## config.mk

```make
export PLATFORM = sky130hd
export DESIGN_NAME = wave_capture
export DESIGN_NICKNAME = d
export VERILOG_FILES = /design/src/rtl/wave_capture_pkg.sv /design/src/rtl/wave_capture_zero_cross_detect.sv /design/src/rtl/wave_capture.sv
export SDC_FILE = /design/constraint.sdc
export NUM_CORES = 1
export LEC_CHECK = 0
export ABC_AREA = 1
export CAP_MARGIN = 20
export CELL_PAD_IN_SITES_DETAIL_PLACEMENT = 0
export CELL_PAD_IN_SITES_GLOBAL_PLACEMENT = 1
export CORE_UTILIZATION = 33
export CTS_CLUSTER_SIZE = 8
export DETAILED_ROUTE_END_ITERATION = 8
export GPL_TIMING_DRIVEN = 0
export PLACE_DENSITY = 0.86
export SYNTH_ARGS = -nofsm -noshare
export SYNTH_HDL_FRONTEND = slang
export SYNTH_SLANG_ARGS = --single-unit
```

## constraint.sdc

```tcl
create_clock -name clk -period 1.6 [get_ports clk]
set_input_delay 0.32 -clock clk [delete_from_list [all_inputs] [get_ports clk]]
set_output_delay 0.32 -clock clk [all_outputs]
set_load 0.03 [all_outputs]
```

## src/rtl/wave_capture_pkg.sv

```systemverilog
// Shared constants and FSM encoding for the wave capture stage.
package wave_capture_pkg;

    localparam int SAMPLE_W   = 16;
    localparam int PIX_W      = 8;
    localparam int DEPTH_LOG2 = 8;
    localparam int ADDR_W     = DEPTH_LOG2 + 1;

    typedef enum logic [1:0] {
        ARMED  = 2'd0,
        ACTIVE = 2'd1,
        WAIT   = 2'd2
    } state_e;

endpackage

```

## src/rtl/wave_capture_zero_cross_detect.sv

```systemverilog
// Remembers the previous audio sample and flags a negative-to-non-negative transition.
module zero_cross_detect
    import wave_capture_pkg::*;
(
    input  logic                clk,
    input  logic                reset,
    input  logic                sample_valid,
    input  logic [SAMPLE_W-1:0] sample,
    output logic                pos_cross
);

    logic [SAMPLE_W-1:0] prev_q;
    logic [SAMPLE_W-1:0] prev_d;
    logic                unused_prev_low;

    // NOTE: every variable assigned in always_comb gets a value on every path, or a latch is inferred.
    always_comb begin
        prev_d = prev_q;
        if (sample_valid) begin
            prev_d = sample;
        end
    end

    // NOTE: sequential state uses non-blocking assignments so all flops update from pre-edge values.
    always_ff @(posedge clk or posedge reset) begin
        if (reset) begin
            prev_q <= '0;
        end else begin
            prev_q <= prev_d;
        end
    end

    assign pos_cross = sample_valid && prev_q[SAMPLE_W-1] && !sample[SAMPLE_W-1];

    // Only the sign of the previous sample matters for crossing detection.
    assign unused_prev_low = ^prev_q[SAMPLE_W-2:0];

endmodule

```

## src/rtl/wave_capture.sv

```systemverilog
// Triggered capture of 256 display samples into the RAM half the display is not reading.
module wave_capture
    import wave_capture_pkg::*;
(
    input  logic                clk,
    input  logic                reset,
    input  logic                new_sample_ready,
    input  logic [SAMPLE_W-1:0] new_sample_in,
    input  logic                wave_display_idle,
    output logic [ADDR_W-1:0]   write_address,
    output logic                write_enable,
    output logic [PIX_W-1:0]    write_sample,
    output logic                read_index
);

    state_e                state_q;
    state_e                state_d;
    logic [DEPTH_LOG2-1:0] count_q;
    logic [DEPTH_LOG2-1:0] count_d;
    logic                  read_index_q;
    logic                  read_index_d;
    logic                  write_enable_q;
    logic                  write_enable_d;
    logic [ADDR_W-1:0]     write_address_q;
    logic [ADDR_W-1:0]     write_address_d;
    logic [PIX_W-1:0]      write_sample_q;
    logic [PIX_W-1:0]      write_sample_d;
    logic                  pos_cross;

    zero_cross_detect u_zero_cross_detect (
        .clk          (clk),
        .reset        (reset),
        .sample_valid (new_sample_ready),
        .sample       (new_sample_in),
        .pos_cross    (pos_cross)
    );

    always_ff @(posedge clk or posedge reset) begin
        if (reset) begin
            state_q <= ARMED;
        end else begin
            state_q <= state_d;
        end
    end

    always_comb begin
        state_d      = state_q;
        count_d      = count_q;
        read_index_d = read_index_q;
        case (state_q)
            ARMED: begin
                if (pos_cross) begin
                    state_d = ACTIVE;
                    count_d = DEPTH_LOG2'(1);
                end
            end
            ACTIVE: begin
                if (new_sample_ready) begin
                    count_d = count_q + DEPTH_LOG2'(1);
                    if (count_q == '1) begin
                        state_d = WAIT;
                    end
                end
            end
            WAIT: begin
                if (wave_display_idle) begin
                    read_index_d = ~read_index_q;
                    state_d      = ARMED;
                end
            end
            default: begin
                state_d = ARMED;
            end
        endcase
    end

    // count_q is always 0 in ARMED, so the crossing sample lands at offset 0.
    always_comb begin
        write_enable_d  = 1'b0;
        write_address_d = write_address_q;
        write_sample_d  = write_sample_q;
        if ((state_q == ARMED && pos_cross) || (state_q == ACTIVE && new_sample_ready)) begin
            write_enable_d  = 1'b1;
            write_address_d = {~read_index_q, count_q};
            write_sample_d  = {~new_sample_in[SAMPLE_W-1], new_sample_in[SAMPLE_W-2 -: PIX_W-1]};
        end
    end

    always_ff @(posedge clk or posedge reset) begin
        if (reset) begin
            count_q         <= '0;
            read_index_q    <= 1'b0;
            write_enable_q  <= 1'b0;
            write_address_q <= '0;
            write_sample_q  <= '0;
        end else begin
            count_q         <= count_d;
            read_index_q    <= read_index_d;
            write_enable_q  <= write_enable_d;
            write_address_q <= write_address_d;
            write_sample_q  <= write_sample_d;
        end
    end

    assign write_address = write_address_q;
    assign write_enable  = write_enable_q;
    assign write_sample  = write_sample_q;
    assign read_index    = read_index_q;

endmodule
```

# Yosys cells after proc, flatten, opt, wreduce, memory -nomap -nowiden
# Index checks and enable logic that the tools add are counted.
# op_classes
n_bitwise,2
eq_ne,7
add_sub_neg,1
n_mux,9
n_reduce_logical,11
# op_table
operator,count
2-to-1 mux 8 bit,2
one-hot mux 8 bit (2 select lines),1
adder 8 x 1 -> 8 bit (second input constant),1
== test 8 bit (second input constant),1
2-to-1 mux 2 bit,4
!= test 2 bit (second input constant),4
one-hot mux 2 bit (3 select lines),1
logical AND 1 bit,4
AND reduction 4 bit,1
AND reduction 3 bit,1
== test 2 x 1 -> 1 bit (second input constant),1
== test 2 bit (second input constant),1
logical NOT 2 bit,1
NOT 1 bit,2
AND reduction 2 bit,1
nonzero test 2 bit,1
logical NOT 1 bit,1
logical OR 1 bit,1
2-to-1 mux 1 bit,1
# totals
reg_bits,45
out_inout_bits,19
in_bits,20
elab_cells,37

# Logic depth before layout (Yosys ltp)
# Gate-level depths: netlist (run 1).
# depth
depth_word,5
depth_mapped,9
mapped_depth_nobuf,8

# Cells and area by module
# A second synthesis (run 1) with hierarchy kept.
# hier_totals
hier_cells,153
hier_area_um2,1382.6
# modules_own_cells
module,seq_area_each_um2,n_inst,cells_each,area_per_inst_um2
wave_capture,725.7,1,145,1331.3
zero_cross_detect,25.0,1,8,51.3

# Worst setup path before layout (run 1)
# No wires, ideal clock.
# synth_path
path_type,reg2reg
from,register state_q[1]
to,register count_q[4]
required_ps,1473
setup_time_ps,127
n_path_buf,1
synth_period_minus_slack_ps,1243
slack_ps,357
arrival_ps,1116
stages_incl_launch_ff,10
cell_sequence,dfrtp_1 > inv_1 > nand2_2 > inv_1 > nand2_1 > nand2_4 > inv_4 > buf_6 > nand2_1 > o21ai_0
# synth_between
elab_chain_len,3
elab_cells_between_ends,7
cone_classes,eq/ne: 3; mux: 1; reduce/logical: 3
# synth_rtl
element,line,source
from (decl),wave_capture.sv:16,state_e state_q;
from (signal assigned),wave_capture.sv:42,state_q <= state_d;
== test 2 x 1 -> 1 bit / logical NOT 2 bit (equally long branches),wave_capture.sv:50,case (state_q)
!= test 2 bit (no source line) / nonzero test 2 bit (equally long branches),--,
AND reduction 3 bit (no source line),--,
to (signal assigned),wave_capture.sv:97,count_q <= count_d;
to (decl),wave_capture.sv:18,logic [DEPTH_LOG2-1:0] count_q;
# Several ways; a longest one is shown, not always the timed one.
# A chain may end at the register's enable or synchronous reset.

# Worst setup path after layout (run 1)
# layout_path
from,register read_index_q (netlist: read_index)
to,output read_index
# layout_rtl
element,line,source
from (decl),wave_capture.sv:20,logic read_index_q;
from (signal assigned),wave_capture.sv:98,read_index_q <= read_index_d;
to (decl),wave_capture.sv:13,output logic read_index
# No word-level cell between the ends.

==> run summary, run 1 <==
First-pass GRT wire length - 4.76 mm
Max incr delay on CP - 0.41 ns
Syn_nets - 175
Commonest non-fill, non-tap cells in the layout - nand2_1, dfrtp_1, dlygate4sd2_1
Hold Buf Count CTS - 0
#FFs+latches synth - 30
Fmax - 0.717 GHz
Top Ports - 39
Worst path required time - 1.28 ns
Top post-synthesis cells by area - dfrtp_1, nand2_1, inv_1, nand3_1, nor2_1
Worst Skew - 0.00334 ns
Vias in the first global route - 1,060
GPL Wtd Cong - 0.780
CP max stage cell - dlygate4sd2_1
Post-Syn Area - 1310 sq um
H-Tree Depth - 2
Reg clk slew, reported paths - 0.06 ns
Final wirelength - 2.65 mm
Most common cell after layout, fill and taps aside - nand2_1
Outcome - finished, final reports clean
CP Launch Type - register
I/O Buffers - 30
Worst slew margin - 70.4%
Largest net degree at the start of global routing - 23
CP arrival - 1.07 ns
Met2 wire length - 1.10 mm
Final core utilization - 48.0%
Synth area leader - dfrtp_1
Die area - 4210 sq um
Avg Synthesized Cell Area - 8.47 sq um
CP bufs+invs - 1
Iteration count of the initial detailed-routing pass - 4
Core footprint - 3720 sq um
Final period util - 87.1%
Die height - 64.9 um
Final instance area - 1780 sq um
Std-Cell Rows - 22
Sequential area share after synthesis - 57.5%
Clk buf depth - 2
Num CTS Buffers - 5
Via-per-instance ratio - 4.44
Static Leakage - 0.984 nW
RSZ-0062 raised after global routing - false
Horiz. Die Dim - 64.9 um
Number of max-cap violations - 0
Antenna violations before repair - 0
Peak VDD IR - 0.000474 V
CTS tree - yes
Setup CP Type - reg -> out
Met3 WL - 87 um
Hold Fails Final Rpt - 0
GRT overflow - 0
Post-synth top area share - 57.5%
Gr usage total - 15.6%
Post-synthesis cell type count - 17
M1 WL - 1.40 mm
Effective utilization at floorplan - 35.1%
Clock insertion delay at the later pin of the skew report - 0.28 ns
Placed Area - 1690 sq um
Final Max Slew Viols - 0
Detailed placement HPWL - 1.86 mm
Worst-path fanout max - 3
Initial DRC Count - 29
Number of routed nets with antenna violations - 0
Critical Path Sink Type - primary output
Min Tclk post-route - 1.39 ns
DR top layer - met4
Hold Crit Class - in -> async
DR vias - 1,078
Area grow syn2layout - 36.7%
Pwr dens - 1200 nW/um^2
# diodes - 0
Clk sink count - 30
Mapped Cells - 154
Final setup violation count - 0
Nets - 215
Clock root buffer - clkbuf_8
Wire per inst - 10.9 um
Critical path's top delay family - buffers and inverters
Crit-path cells - dlygate4sd2_1
Detailed-route DRC error count - 0
Share of cells above drive strength 1 - 8.72%
Syn. warnings - 0
Worst slew pin tran - 0.444 ns
[synth_stat cells (all sizes together)]
master,instances
inv,14
xor2,1
xnor2,1
nand3b,2
a21oi,4
ha,1
nand2,66
o21ai,12
buf,3
nand3,9
dfrtp,30
nor2,11
[repair_timing]
action                                  CTS  global route
cloned                                    0             0
pin swaps                                 0             1
setup buffers                             0             2
endpoints found under the setup margin   18            19
resized for setup                        18             3
[sequential cells by signal, summed over array words and instances, names as in the netlist]
name,cells
read_index,1
u_zero_cross_detect.prev_q,1
count_q,8
write_enable,1
state_q,2
write_sample,8
write_address,9
[worst paths after layout]
kind / start / endpoint / slack, ns / cells past startpoint
worst max-delay path: read_index / read_index / 0.21 / 1
min in group clk: new_sample_ready / u_zero_cross_detect.prev_q[15] / 0.38 / 3
worst min-delay path: reset / write_sample[4] / 0.35 / 2
worst max register to register: state_q[1] / count_q[4] / 0.22 / 9
max in group asynchronous: reset / u_zero_cross_detect.prev_q[15] / 0.80 / 3
worst min register to register: write_sample[1] / write_sample[1] / 0.46 / 2
[power by group]
part           switching [mW]  leakage, nW  internal (mW)
combinational           0.333        0.560          0.200
clock                   0.278       0.0482          0.346
sequential             0.0988        0.376          0.890
[worst register-to-register path, delay by kind of cell (launching register included)]
family | cells | cell delay [ns]
AOI/OAI and AO/OA | 1 | 0.07
buffers and inverters | 4 | 0.42
DFF | 1 | 0.40
and+or+nand+nor | 4 | 0.37
[routing by layer]
| metal | vias to the layer above | track usage [%] |
|---|---|---|
| met5 | - | 0 |
| met4 | 0 | 8.33 |
| li1 | 557 | - |
| met2 | 18 | 23.7 |
| met3 | 4 | 5.28 |
| met1 | 499 | 19.3 |
[area by class of cell]
cell class	count	area, sq um
flip-flops and latches	30	751
clock inverters	1	5.00
plain buffers	3	30.0
repair buffers	33	325
multi-input cells	107	472
clock buffers	7	86.3
well taps	48	60.1
fillers	394	1930
inverters	14	55.1
[kinds of logic after synthesis]
family / after synthesis / synth area share (%)
and+or+nand+nor: 88 / 27.7
DFF: 30 / 57.5
buffers and inverters: 17 / 6.33
adders and majority gates: 1 / 0.959
xor gates and xnor gates: 2 / 1.34
AOI/OAI and AO/OA: 16 / 6.14
[through the flow]
step / cells / hold WS (ns) / setup TNS (ns) / power [mW] / worst slack [ns]
after floorplan: 154 / 0.411 / 0 / 1.35 / 0.357
after global placement: 232 / 0.454 / -7.56 / 1.57 / -0.219
after detailed placement: 233 / 0.458 / -3.87 / 1.59 / -0.222
after CTS: 241 / 0.354 / 0 / 2.17 / 0.00625
after global routing: 243 / 0.368 / 0 / 2.30 / 0.0658
final: 243 / 0.347 / 0 / 2.15 / 0.206
No activity file was read; power rests on OpenSTA's default activity.
==> run 2: changes to the inputs <==
--- a/config.mk
+++ b/config.mk
@@ -7,13 +7,12 @@
 export LEC_CHECK = 0
 export ABC_AREA = 1
 export CAP_MARGIN = 20
-export CELL_PAD_IN_SITES_DETAIL_PLACEMENT = 0
-export CELL_PAD_IN_SITES_GLOBAL_PLACEMENT = 1
-export CORE_UTILIZATION = 33
-export CTS_CLUSTER_SIZE = 8
+export CORE_UTILIZATION = 47
+export CTS_CLUSTER_SIZE = 12
 export DETAILED_ROUTE_END_ITERATION = 8
 export GPL_TIMING_DRIVEN = 0
-export PLACE_DENSITY = 0.86
+export PLACE_DENSITY = 0.88
 export SYNTH_ARGS = -nofsm -noshare
 export SYNTH_HDL_FRONTEND = slang
+export SYNTH_HIERARCHICAL = 1
 export SYNTH_SLANG_ARGS = --single-unit
==> run 2 against run 1 <==
Global-route usage rose by 4.6 points. Clock skew up 0.0021 ns. Synthesized cell count shrank 0.65%. Final area shrank 0.28%. Critical path depth up 8. Maximum frequency fell by 7.3%. Power increased by 37%. Non-clock buffer count fell by 1.
==> run summary, run 2 <==
Outcome - finished, final reports clean
Max reg flops - 9
Initial DRC Count - 38
Clk buf depth - 2
M2 GR Usage - 36.4%
Worst slew margin - 61.1%
Die area - 3160 sq um
First-pass GRT wire length - 4.80 mm
Post-Place Worst Slack - -0.268 ns
Gr usage total - 20.2%
Std-Cell Rows - 19
Via-per-instance ratio - 5.06
Final wirelength - 2.92 mm
R2r startpoint - count_q[0]
Wire per inst - 13.2 um
Hold Fails Final Rpt - 0
Peak VDD IR - 0.00105 V
M3 GR Usage - 5.12%
Fmax - 0.665 GHz
Share of cells above drive strength 1 - 15.8%
CTS tree - yes
Hold Crit Class - in -> async
Avg Synthesized Cell Area - 9.04 sq um
Clk sink count - 30
Worst path required time - 1.81 ns
Post-synth EDFFs - 0
Critical Path Sink Type - register
Hold Buf Count CTS - 0
Worst-path fanout max - 10
Detailed-route DRC error count - 0
Placed Area - 1720 sq um
Vias in the first global route - 1,125
RSZ-0062 raised after global routing - false
GRT overflow - 0
Detailed placement HPWL - 2.17 mm
Final period util - 94.0%
I/O Buffers - 30
Worst slew pin tran - 0.582 ns
Setup crit start - new_sample_ready
# fillers - 216
GPL Wtd Cong - 0.838
Number of routed nets with antenna violations - 0
Sequential area share after synthesis - 54.3%
Reg-to-reg setup timing slack - 0.28 ns
Reg clk slew, reported paths - 0.08 ns
Most common cell on crit path - nand2_1
Largest net degree at the start of global routing - 30
#FFs+latches synth - 30
Synth area leader - dfrtp_1
Final setup violation count - 0
Syn_nets - 174
Post-Syn Area - 1380 sq um
# diodes - 0
Dpl cells - 214
Top Ports - 39
Min Tclk post-route - 1.50 ns
Max incr delay on CP - 0.56 ns
Fin cells - 221
Most common cell in the netlist - nand2_1
Top post-synthesis cells by area - dfrtp_1, nand2_1, o21ai_2, inv_1, nand3_1
Num CTS Buffers - 5
Area grow syn2layout - 28.7%
Pwr dens - 1650 nW/um^2
CP arrival - 1.72 ns
Worst Skew - 0.00541 ns
Number of max-cap violations - 0
Grt met1 use - 21.6%
Post-synth top area share - 54.3%
Iteration count of the initial detailed-routing pass - 4
Final Max Slew Viols - 0
Nets - 212
Most used DFF post-synth - dfrtp_1
Mapped Cells - 153
CP max stage cell - clkdlybuf4s50_1
R2r endpoint - count_q[6]
H-Tree Depth - 2
Async set or reset register ratio after synthesis - 100%
DR vias - 1,119
Top cells by count, synth - nand2_1, dfrtp_1, inv_1, nor2_1
Static Leakage - 0.933 nW
Effective utilization at floorplan - 49.7%
Clock root buffer - clkbuf_4
Antenna violations before repair - 0
Most common cell after layout, fill and taps aside - nand2_1
Worst Reg-to-Reg Cells - 7
Final Worst Setup Slack - 0.0962 ns
Clock insertion delay at the later pin of the skew report - 0.32 ns
Top Usage Layer GRT - met2
Commonest non-fill, non-tap cells in the layout - nand2_1, dfrtp_1, dlygate4sd2_1
Die height - 56.2 um
Final instance area - 1780 sq um
Core footprint - 2780 sq um
Horiz. Die Dim - 56.2 um
Crit-path cells - clkdlybuf4s50_1 -> nand2_1 -> nor2_2 -> nand3_4 -> nand2_4 -> inv_6 -> buf_6 -> nand2_1 -> nand2_1
Setup CP Type - in -> reg
CP Launch Type - primary input
Syn. warnings - 6
Post-synthesis cell type count - 23
==> run 2: layout make-up <==
| cell class | instances | area [sq um] | area share, % |
|---|---|---|---|
| plain buffers | 4 | 45.0 | 2.53 |
| clock buffers | 6 | 51.3 | 2.88 |
| flip-flops and latches | 30 | 751 | 42.2 |
| well taps | 31 | 38.8 | 2.18 |
| repair buffers | 31 | 304 | 17.1 |
| inverters | 15 | 61.3 | 3.45 |
| multi-input cells | 104 | 528 | 29.7 |
==> run 2: report_power, final <==
group	leakage (nW)	total [mW]	internal, mW	switching (mW)
Sequential	0.391	1.16	1.01	0.154
Combinational	0.512	1.34	0.454	0.888
Clock	0.0302	0.433	0.198	0.235
==> run 2: timing repair <==
action,CTS,global route
resized for setup,19,1
buffers inserted,0,0
pin swaps,0,0
setup endpoints to repair,19,2
==> run 2: worst max path at each step <==
stage               depth (start not counted)          endpoint  slack [ns]
floorplan                                   8  write_address[4]        0.41
global placement                            9  write_address[3]       -0.24
detailed placement                          9        count_q[7]       -0.27
CTS                                         9        count_q[7]        0.07
global route                                8        count_q[3]        0.03
finish                                      9   write_sample[2]         0.1
==> run 2: through the flow <==
step	util, %	setup TNS [ns]	hold WS, ns	total power [mW]
floorplan	-	0	0.0487	2.10
global placement	61.9	-5.89	0.454	2.58
CTS	62.9	0	0.151	2.94
finish	64.0	0	0.158	2.93
detailed placement	61.9	-8.50	0.464	2.65
global route	64.0	0	0.153	3.09
==> run 2: critical path: cells and delay by family <==
family	cells	cell delay, ns
buf+inv	3	0.77
simple gates	6	0.63
==> run 2: cells by family after synthesis <==
group / after synthesis / share of synthesized area [%]
xor gates and xnor gates: 2 / 1.27
AOI/OAI and AO/OA: 16 / 8.51
buffers and inverters: 19 / 7.69
adders and majority gates: 1 / 0.905
DFF: 30 / 54.3
and+or+nand+nor: 85 / 27.3
==> run 2: metal layers <==
layer	up-vias	share of wire, %
met5	-	0
met4	0	3.0
met3	11	3.8
met2	28	53
met1	524	40
li1	556	-
==> run 3: changes to the inputs <==
--- a/config.mk
+++ b/config.mk
@@ -6,7 +6,6 @@
 export NUM_CORES = 1
 export LEC_CHECK = 0
 export ABC_AREA = 1
-export CAP_MARGIN = 20
 export CORE_UTILIZATION = 47
 export CTS_CLUSTER_SIZE = 12
 export DETAILED_ROUTE_END_ITERATION = 8
==> run 3 against run 2 <==
Combinational power hardly changed. First-iteration DRC count is 2.6% lower. Clock-buffer cell count stayed put. Power is 0.34% lower. Final area is 1.5% lower. Critical path depth stayed put. Non-clock buffer count is 1 lower. Critical path type unchanged. Largest cell class unchanged. Largest power group unchanged. Highest routed layer unchanged.
==> run summary, run 3 (synthesis results as in run 2) <==
Hold Crit Class - in -> async
Antenna violations before repair - 0
Clk pwr share - 14.8%
Pwr dens - 1670 nW/um^2
Setup CP Type - in -> reg
Final instance area - 1750 sq um
Max reg flops - 9
Most common cell after layout, fill and taps aside - nand2_1
Number of max-cap violations - 0
Reg clk slew, reported paths - 0.08 ns
Power, Total - 2.92 mW
Detailed-route DRC error count - 0
Number of routed nets with antenna violations - 0
Final Max Slew Viols - 0
Outcome - finished, final reports clean
CP arrival - 1.72 ns
Die height - 56.2 um
Sw Pwr - 1.27 mW
Final core utilization - 63.0%
Nets - 211
CP Launch Type - primary input
CTS tree - yes
# fillers - 218
Effective utilization at floorplan - 49.7%
Critical Path Sink Type - register
Fmax - 0.662 GHz
First-pass GRT wire length - 4.80 mm
GPL Wtd Cong - 0.838
Hold WS - 0.154 ns
H-Tree Depth - 2
Static Leakage - 0.920 nW
Clk buf depth - 2
Internal power - 1.65 mW
Worst Skew - 0.00710 ns
Worst path required time - 1.81 ns
Wire per inst - 13.1 um
Num CTS Buffers - 5
Crit-path cells - clkdlybuf4s50_1 -> nand2_1 -> nor2_2 -> nand3_4 -> nand2_4 -> inv_6 -> buf_6 -> nand2_1 -> nand2_1
Clock root buffer - clkbuf_4
Min Tclk post-route - 1.51 ns
Die area - 3160 sq um
Multi-input logic area - 528 sq um
Gr usage total - 20.2%
Via-per-instance ratio - 5.04
Setup TNS - 0 ns
Gate power share - 45.6%
Clk sink count - 30
Final setup violation count - 0
DR vias - 1,109
Area grow syn2layout - 26.7%
GRT overflow - 0
Switching portion of total power - 43.6%
Std-Cell Rows - 19
Core footprint - 2780 sq um
Peak VDD IR - 0.00104 V
Placed Area - 1720 sq um
Largest net degree at the start of global routing - 30
Worst slew pin tran - 1.07 ns
Top Ports - 39
Hold Fails Final Rpt - 0
Register area - 751 sq um
RSZ-0062 raised after global routing - false
Initial DRC Count - 37
Final period util - 94.4%
Clock insertion delay at the later pin of the skew report - 0.32 ns
Part of the power in registers - 39.6%
Horiz. Die Dim - 56.2 um
Iteration count of the initial detailed-routing pass - 4
Max incr delay on CP - 0.56 ns
Detailed placement HPWL - 2.17 mm
Worst slew margin - 28.7%
Final wirelength - 2.89 mm
Vias in the first global route - 1,125
# diodes - 0
Share of cells above drive strength 1 - 15.3%
I/O Buffers - 30
CP max stage cell - clkdlybuf4s50_1
Commonest non-fill, non-tap cells in the layout - nand2_1, dfrtp_1, dlygate4sd2_1
Most common cell on crit path - nand2_1
Worst-path fanout max - 10
==> run 3: area by class of cell <==
cell class / instances / area share [%]
inverter: 15 / 3.50
clock buffer: 6 / 2.93
multi-input combinational: 104 / 30.1
timing repair buffer: 30 / 15.8
sequential: 30 / 42.9
buffer: 4 / 2.57
tap: 31 / 2.21
==> run 3: power by group through the flow <==
stage | Clock (mW) | Combinational, mW | Sequential (mW)
floorplan | 0 | 0.574 | 1.52
global placement | 0 | 1.42 | 1.16
detailed placement | 0 | 1.47 | 1.18
CTS | 0.439 | 1.34 | 1.16
global route | 0.466 | 1.43 | 1.19
finish | 0.433 | 1.33 | 1.16
==> run 3: final timing paths <==
path | start | to | slack [ns] | depth (start not counted)
max | new_sample_ready | write_sample[2] | 0.09 | 9
max in group asynchronous | reset | write_sample[2] | 0.36 | 2
max reg2reg | count_q[0] | count_q[6] | 0.27 | 7
min in group clk | write_address[5] | write_address[5] | 0.48 | 2
min reg2reg | write_address[5] | write_address[5] | 0.48 | 2
min | reset | u_zero_cross_detect/prev_q[15] | 0.15 | 2
==> run 3: routing by layer <==
| layer | part of all wire (%) | track usage (%) | up-vias |
|---|---|---|---|
| li1 | - | - | 555 |
| met1 | 40 | 21.6 | 515 |
| met2 | 53 | 36.4 | 31 |
| met3 | 4.2 | 5.12 | 8 |
| met4 | 2.4 | 10.5 | 0 |
| met5 | 0 | 0 | - |
==> run 3: critical path: cells and delay by family <==
| family | cells | cell delay, ns |
|---|---|---|
| simple gates | 6 | 0.64 |
| buf+inv | 3 | 0.77 |
==> run 3: what timing repair did <==
action | in CTS | in global routing
resized for setup | 19 | 1
pin swaps | 0 | 0
setup endpoints to repair | 19 | 2
hold buffers | 0 | 0
setup buffers | 0 | 0
==> run 3: stage by stage <==
step,setup slack (ns),instances
finish,0.0900,220
floorplan,0.412,153
global placement,-0.242,214
detailed placement,-0.268,214
global route,0.0260,220
CTS,0.0663,220
